`src/rtl/fsm1_pkg.sv`:
```
// Shared types and default sizing for the fsm1 read-target slice.
package fsm1_pkg;

    typedef enum logic [1:0] {
        IDLE  = 2'd0,
        WAIT  = 2'd1,
        READY = 2'd2
    } tgt_state_t;

    localparam int unsigned DEF_DATA_W      = 8;
    localparam int unsigned DEF_ADDR_W      = 4;
    localparam int unsigned DEF_WAIT_CYCLES = 2;

endpackage

```
`src/rtl/fsm1_rd_target_if.sv`:
```
// Read handshake bundle between the upstream fsm1 sequencer and the read target.
// FSM1_RD_TARGET_LOAD_EN adds the register-file write port to the bundle.
interface fsm1_rd_target_if
    import fsm1_pkg::*;
#(
    parameter int unsigned DATA_W = DEF_DATA_W,
    parameter int unsigned ADDR_W = DEF_ADDR_W
);
    logic              rd;
    logic              ds;
    logic              ws;
    logic [DATA_W-1:0] rdata;
    logic              rvalid;
    logic [ADDR_W-1:0] addr;
    logic              abort;
`ifdef FSM1_RD_TARGET_LOAD_EN
    logic              wr_en;
    logic [ADDR_W-1:0] wr_addr;
    logic [DATA_W-1:0] wr_data;

    modport master (output rd, ds, wr_en, wr_addr, wr_data,
                    input  ws, rdata, rvalid, addr, abort);
    modport slave  (input  rd, ds, wr_en, wr_addr, wr_data,
                    output ws, rdata, rvalid, addr, abort);
`else
    modport master (output rd, ds,
                    input  ws, rdata, rvalid, addr, abort);
    modport slave  (input  rd, ds,
                    output ws, rdata, rvalid, addr, abort);
`endif
endinterface

```
`src/rtl/fsm1_rd_mem.sv`:
```
// Small register file with reset pattern mem[i]=i and asynchronous read.
// FSM1_RD_TARGET_LOAD_EN adds a synchronous write port; otherwise the contents are constant logic.
module fsm1_rd_mem
    import fsm1_pkg::*;
#(
    parameter int unsigned DATA_W = DEF_DATA_W,
    parameter int unsigned ADDR_W = DEF_ADDR_W
) (
`ifdef FSM1_RD_TARGET_LOAD_EN
    input  logic              clock,
    input  logic              reset_n,
    input  logic              wr_en,
    input  logic [ADDR_W-1:0] wr_addr,
    input  logic [DATA_W-1:0] wr_data,
`endif
    input  logic [ADDR_W-1:0] raddr,
    output logic [DATA_W-1:0] rdata_c
);

`ifdef FSM1_RD_TARGET_LOAD_EN
    localparam int unsigned DEPTH = 1 << ADDR_W;

    logic [DATA_W-1:0] mem [DEPTH];

    // Reset restores the identity pattern; the old word stays visible on rdata_c until the edge.
    always_ff @(posedge clock or negedge reset_n) begin
        if (!reset_n) begin
            for (int unsigned i = 0; i < DEPTH; i++) begin
                mem[i] <= DATA_W'(i);
            end
        end else if (wr_en) begin
            mem[wr_addr] <= wr_data;
        end
    end

    assign rdata_c = mem[raddr];
`else
    assign rdata_c = DATA_W'(raddr);
`endif

endmodule

```
`src/rtl/fsm1_rd_target.sv`:
```
// Read-target responder: holds ws for WAIT_CYCLES, returns one register-file word, advances addr on ds.
// FSM1_RD_TARGET_LOAD_EN exposes the register-file write port through the bus interface.
module fsm1_rd_target
    import fsm1_pkg::*;
#(
    parameter int unsigned DATA_W      = DEF_DATA_W,
    parameter int unsigned ADDR_W      = DEF_ADDR_W,
    parameter int unsigned WAIT_CYCLES = DEF_WAIT_CYCLES
) (
    input logic             clock,
    input logic             reset_n,
    fsm1_rd_target_if.slave bus
);

    // Zero-wait builds never use the counter but still need a legal width.
    localparam int unsigned CNT_W    = (WAIT_CYCLES > 0) ? $clog2(WAIT_CYCLES + 1) : 1;
    localparam int unsigned CNT_LOAD = (WAIT_CYCLES > 0) ? WAIT_CYCLES - 1 : 0;

    tgt_state_t        state;
    tgt_state_t        state_nxt;
    logic [CNT_W-1:0]  cnt;
    logic              ws;
    logic              rvalid;
    logic              abort;
    logic [DATA_W-1:0] rdata;
    logic [ADDR_W-1:0] addr;
    logic [DATA_W-1:0] mem_rdata;

    fsm1_rd_mem #(
        .DATA_W (DATA_W),
        .ADDR_W (ADDR_W)
    ) u_mem (
`ifdef FSM1_RD_TARGET_LOAD_EN
        .clock   (clock),
        .reset_n (reset_n),
        .wr_en   (bus.wr_en),
        .wr_addr (bus.wr_addr),
        .wr_data (bus.wr_data),
`endif
        .raddr   (addr),
        .rdata_c (mem_rdata)
    );

    // Next-state decode.
    always_comb begin
        state_nxt = state;
        case (state)
            IDLE: begin
                if (bus.rd) begin
                    state_nxt = (WAIT_CYCLES > 0) ? WAIT : READY;
                end
            end
            WAIT: begin
                if (!bus.rd) begin
                    state_nxt = IDLE;
                end else if (cnt == '0) begin
                    state_nxt = READY;
                end
            end
            READY: begin
                if (bus.ds) begin
                    state_nxt = IDLE;
                end
            end
            default: state_nxt = IDLE;
        endcase
    end

    // State, wait counter and outputs, all registered from the next state.
    always_ff @(posedge clock or negedge reset_n) begin
        if (!reset_n) begin
            state  <= IDLE;
            cnt    <= '0;
            ws     <= 1'b0;
            rvalid <= 1'b0;
            abort  <= 1'b0;
            rdata  <= '0;
            addr   <= '0;
        end else begin
            state  <= state_nxt;
            ws     <= (state_nxt == WAIT);
            rvalid <= 1'b0;
            abort  <= 1'b0;

            if (state != WAIT && state_nxt == WAIT) begin
                cnt <= CNT_W'(CNT_LOAD);
            end else if (state == WAIT && cnt != '0) begin
                cnt <= cnt - CNT_W'(1);
            end

            // Capture happens before any same-edge write lands, so a collision returns the old word.
            if (state != READY && state_nxt == READY) begin
                rdata  <= mem_rdata;
                rvalid <= 1'b1;
            end

            if (state == WAIT && !bus.rd) begin
                abort <= 1'b1;
            end

            if (state == READY && bus.ds) begin
                addr <= addr + ADDR_W'(1);
            end
        end
    end

    assign bus.ws     = ws;
    assign bus.rvalid = rvalid;
    assign bus.abort  = abort;
    assign bus.rdata  = rdata;
    assign bus.addr   = addr;

endmodule

```
`src/flat_wrapper.sv`:
```
// flat-port wrapper written by rule: the top's interface ports become plain ports
module fsm1_rd_target_flat import fsm1_pkg::*;
#(
    parameter int unsigned DATA_W      = DEF_DATA_W,
    parameter int unsigned ADDR_W      = DEF_ADDR_W,
    parameter int unsigned WAIT_CYCLES = DEF_WAIT_CYCLES
)
  (clock, reset_n, bus_rd, bus_ds, bus_ws, bus_rdata, bus_rvalid, bus_addr, bus_abort);
  fsm1_rd_target_if #(.DATA_W(DATA_W), .ADDR_W(ADDR_W)) bus_i ();
  input logic clock;
  input logic reset_n;
  input wire logic [$bits(bus_i.rd)-1:0] bus_rd;
  input wire logic [$bits(bus_i.ds)-1:0] bus_ds;
  output wire logic [$bits(bus_i.ws)-1:0] bus_ws;
  output wire logic [$bits(bus_i.rdata)-1:0] bus_rdata;
  output wire logic [$bits(bus_i.rvalid)-1:0] bus_rvalid;
  output wire logic [$bits(bus_i.addr)-1:0] bus_addr;
  output wire logic [$bits(bus_i.abort)-1:0] bus_abort;
  assign bus_i.rd = bus_rd;
  assign bus_i.ds = bus_ds;
  assign bus_ws = bus_i.ws;
  assign bus_rdata = bus_i.rdata;
  assign bus_rvalid = bus_i.rvalid;
  assign bus_addr = bus_i.addr;
  assign bus_abort = bus_i.abort;
  fsm1_rd_target #(.DATA_W(DATA_W), .ADDR_W(ADDR_W), .WAIT_CYCLES(WAIT_CYCLES)) u_core (.clock(clock), .reset_n(reset_n), .bus(bus_i));
endmodule
```
`config.mk`:
```
export PLATFORM = sky130hd
export DESIGN_NAME = fsm1_rd_target_flat
export DESIGN_NICKNAME = d
export VERILOG_FILES = /design/src/rtl/fsm1_pkg.sv /design/src/rtl/fsm1_rd_target_if.sv /design/src/rtl/fsm1_rd_mem.sv /design/src/rtl/fsm1_rd_target.sv /design/src/flat_wrapper.sv
export SDC_FILE = /design/constraint.sdc
export NUM_CORES = 1
export LEC_CHECK = 0
export CAP_MARGIN = 20
export CORE_MARGIN = 3
export CORE_UTILIZATION = 25
export CTS_CLUSTER_DIAMETER = 80
export CTS_CLUSTER_SIZE = 40
export DETAILED_ROUTE_END_ITERATION = 7
export GPL_TIMING_DRIVEN = 0
export HOLD_SLACK_MARGIN = 0.12
export MAX_ROUTING_LAYER = met4
export PLACE_DENSITY = 0.53
export SYNTH_ARGS = -nofsm -noshare
export SYNTH_HDL_FRONTEND = slang
export SYNTH_SLANG_ARGS = --single-unit
export TNS_END_PERCENT = 1
```
`constraint.sdc`:
```
create_clock -name clock -period 2.3 [get_ports clock]
set_input_delay 0.46 -clock clock [delete_from_list [all_inputs] [get_ports clock]]
set_output_delay 0.46 -clock clock [all_outputs]
set_load 0.02 [all_outputs]
```
==> impl_results.md <==
- Status: completed
- Cts hold-fix bufs: 0
- Initial core utilization: 0.269
- N_diodes: 0
- Crit-path leading delay family: buffers and inverters
- Tightest Hold Check Type: flop to flop
- Critical path type: flop to primary output
- Cts bufs inserted: 3
- Initial antenna violation count: 0
- Crit-path max FO: 5
- Fmax: 0.547 GHz
- Routed Antenna Nets: 0
- Vias: 436
- Core Area: 2540 sq um
- R2R cell count: 6
- Layout cells sized above 1: 0.216
- Number of global-route vias before repair: 468
- Crit path DAT: ~1.4 ns
- CTS Buffer Depth: 2
- P&R area growth vs syn: 31.4%
- Final Hold Viols: 0
- Multiplexer area fraction after synthesis: 0.104
- Final setup viols: 0
- Die Y-Extent: between 50 and 60 microns
- Crit path depth: 1
- Max H-tree Level: 1
- Fill cells: 251
- CP max-delay cell: clkdlybuf4s50_1
- WHS: 0.496 ns
- Synth Area in Compound Gates: 0.0768
- Storage element area: about 380 sq um
- Syn Area/Cell: 12.9 sq um
- Crit path to: bus_addr[0]
- Critical path cell sequence: clkdlybuf4s50_1
- Die area: 3400 sq um
- Max-Slew Margin vs Limit: 0.536
- Wire length per cell: roughly 11 microns
- Max-slew violation count: 0
- Gr usage total: 0.0868
- Pin count of the biggest net entering global routing: 16
- Least-Margin Pin Slew: 0.694 ns
- Max_cap viols: 0
- Hpwl dp: 855 microns
- Syn. warnings: 0
- Setup TNS Final: 0 ns
- Synth unique cells: 24
- Main combinational cell family by area after synthesis: multiplexers
- Starting DRT DRC Count: 6
- Total power: 0.931 mW
- Area share of fa/ha/maj cells after synthesis: 0.0366
- Clock Latency Late Sink: 0.28 ns
- Leakage: 0.433 nW
- Final min period: 1.83 ns
- R2r setup slk: 0.70 ns
- CP required: 1.84 ns
- RR Startpoint: u_core.cnt[0]
- Total iterations of the first detailed-routing run: 4
- Highest-count cells in the layout ignoring fill and taps: dfrtp_1 (15), clkdlybuf4s50_1 (14), mux2_4 (4), buf_4 (4), conb_1 (4)
- Reg-to-Reg End: u_core.bus.rdata[0]
- Register area share after synthesis: 0.548
- Synth Cell Area: between 600 and 700 sq um
- DRC Markers: 0
- Total Nets Final: 81
- Resized Gates After CTS: 0
- Clock sink count: 15
- GR Overflow Total: 0
- Peak VDD IR: 0.000572 V
- Crit path largest cell delay: 0.64 ns
- Setup crit start kind: flop
- Die X: roughly 58 microns
- Synth Instances: 53
- Yosys reg bits: 15
- Fin crit share: 0.795
- CTS root buf: clkbuf_4
- WP buf/inv: 1
- RSZ-0062 raised after global routing: no
- Row count: 18
- Endpoint class of the critical path: primary output
- First-pass GRT wire length: 2.13 mm
- Pwr dens: ~1000 nW/um^2
- Routed vias/inst: 4.19
- DRT Wirelength: 1.15 mm
- Routability cong.: 0.729
- Postcts setup bufs: 0
- CTS clock-pin slew for the worst setup and hold paths: 0.08 ns
- Commonest non-fill, non-tap cell in the layout: dfrtp_1
- Synth Area in Simple Gates: 0.0969
- Critical path origin: u_core.bus.addr[0]
- I/O pins: 19
- XOR/XNOR Fraction of Synth Area: 0.0384
- CTS tree: yes
- Footprint of the multi-input gates: 256 sq um
- Clock skew: 0.00129 ns
- I/O Buffers: 14
how the worst min path moves through the flow:
stage                       start                  to  slack, ns  cells after the start
3_3_place_gp   u_core.bus.addr[3]  u_core.bus.addr[3]       0.49                      1
4_1_cts        u_core.bus.addr[3]  u_core.bus.addr[3]       0.50                      1
3_5_place_dp   u_core.bus.addr[3]  u_core.bus.addr[3]       0.49                      1
5_1_grt        u_core.bus.addr[3]  u_core.bus.addr[3]       0.52                      1
6_report       u_core.bus.addr[3]  u_core.bus.addr[3]       0.50                      1
2_1_floorplan             reset_n    u_core.bus.abort       0.16                      0
cell families (layout without fill, tap and decap cells):
logic type / count (synthesis) / after routing
DFF: 15 / 15
and+or+nand+nor: 10 / 10
buffers and inverters: 9 / 27
AOI/OAI and AO/OA: 8 / 8
muxes: 5 / 5
xor gates and xnor gates: 3 / 3
adders and majority gates: 2 / 2
other: 1 / 4
through the flow:
stage	util	worst slack, ns	instances	cell area (sq um)
after floorplan	-	0.803	56	696
after global placement	0.343	0.444	100	873
after detailed placement	0.343	0.448	100	873
after CTS	0.353	0.450	104	900
after global routing	0.353	0.384	104	900
final	0.353	0.471	104	900
report_power, final:
| part | total [mW] | switching (mW) | leakage, nW | internal, mW |
|---|---|---|---|---|
| clock network | 0.149 | 0.0815 | 0.0150 | 0.0673 |
| registers | 0.398 | 0.0619 | 0.195 | 0.336 |
| logic | 0.385 | 0.179 | 0.223 | 0.206 |
layout make-up:
type | instances | share of cell area
repair buffers | 14 | 0.156
inverters | 3 | 0.0125
clock buffers | 4 | 0.0292
multi-input cells | 32 | 0.285
well taps | 30 | 0.0417
plain buffers | 6 | 0.0584
flip-flops and latches | 15 | 0.417
per-layer routing:
layer  vias up  global-route usage  part of all wire
li1        213                   -                 -
met5         -                   -                 0
met2        17               0.113              0.43
met3         2              0.0395             0.064
met1       204               0.113              0.49
met4         0              0.0397             0.016
flip-flops by register name, summed over array words and instances (netlist names):
name	flops
u_core.bus.abort	1
u_core.bus.addr	4
u_core.bus.rdata	4
u_core.bus.rvalid	1
u_core.bus.ws	1
u_core.cnt	2
u_core.state	2
Yosys cell counts, drive strengths merged:
master	number	area (sq um)
dfrtp	15	375
buf	6	52.6
mux2	5	71.3
nand2	4	17.5
a21oi	3	15.0
inv	3	11.3
ha	2	25.0
nand2b	2	20.0
xnor2	2	17.5
a22o	1	8.76
and3b	1	8.76
conb	1	3.75
nand4	1	6.26
nor3b	1	7.51
o21ai	1	5.00
o21bai	1	7.51
o31ai	1	7.51
o32ai	1	8.76
or2	1	6.26
xor2	1	8.76
Power figures use the tool's default switching activity.
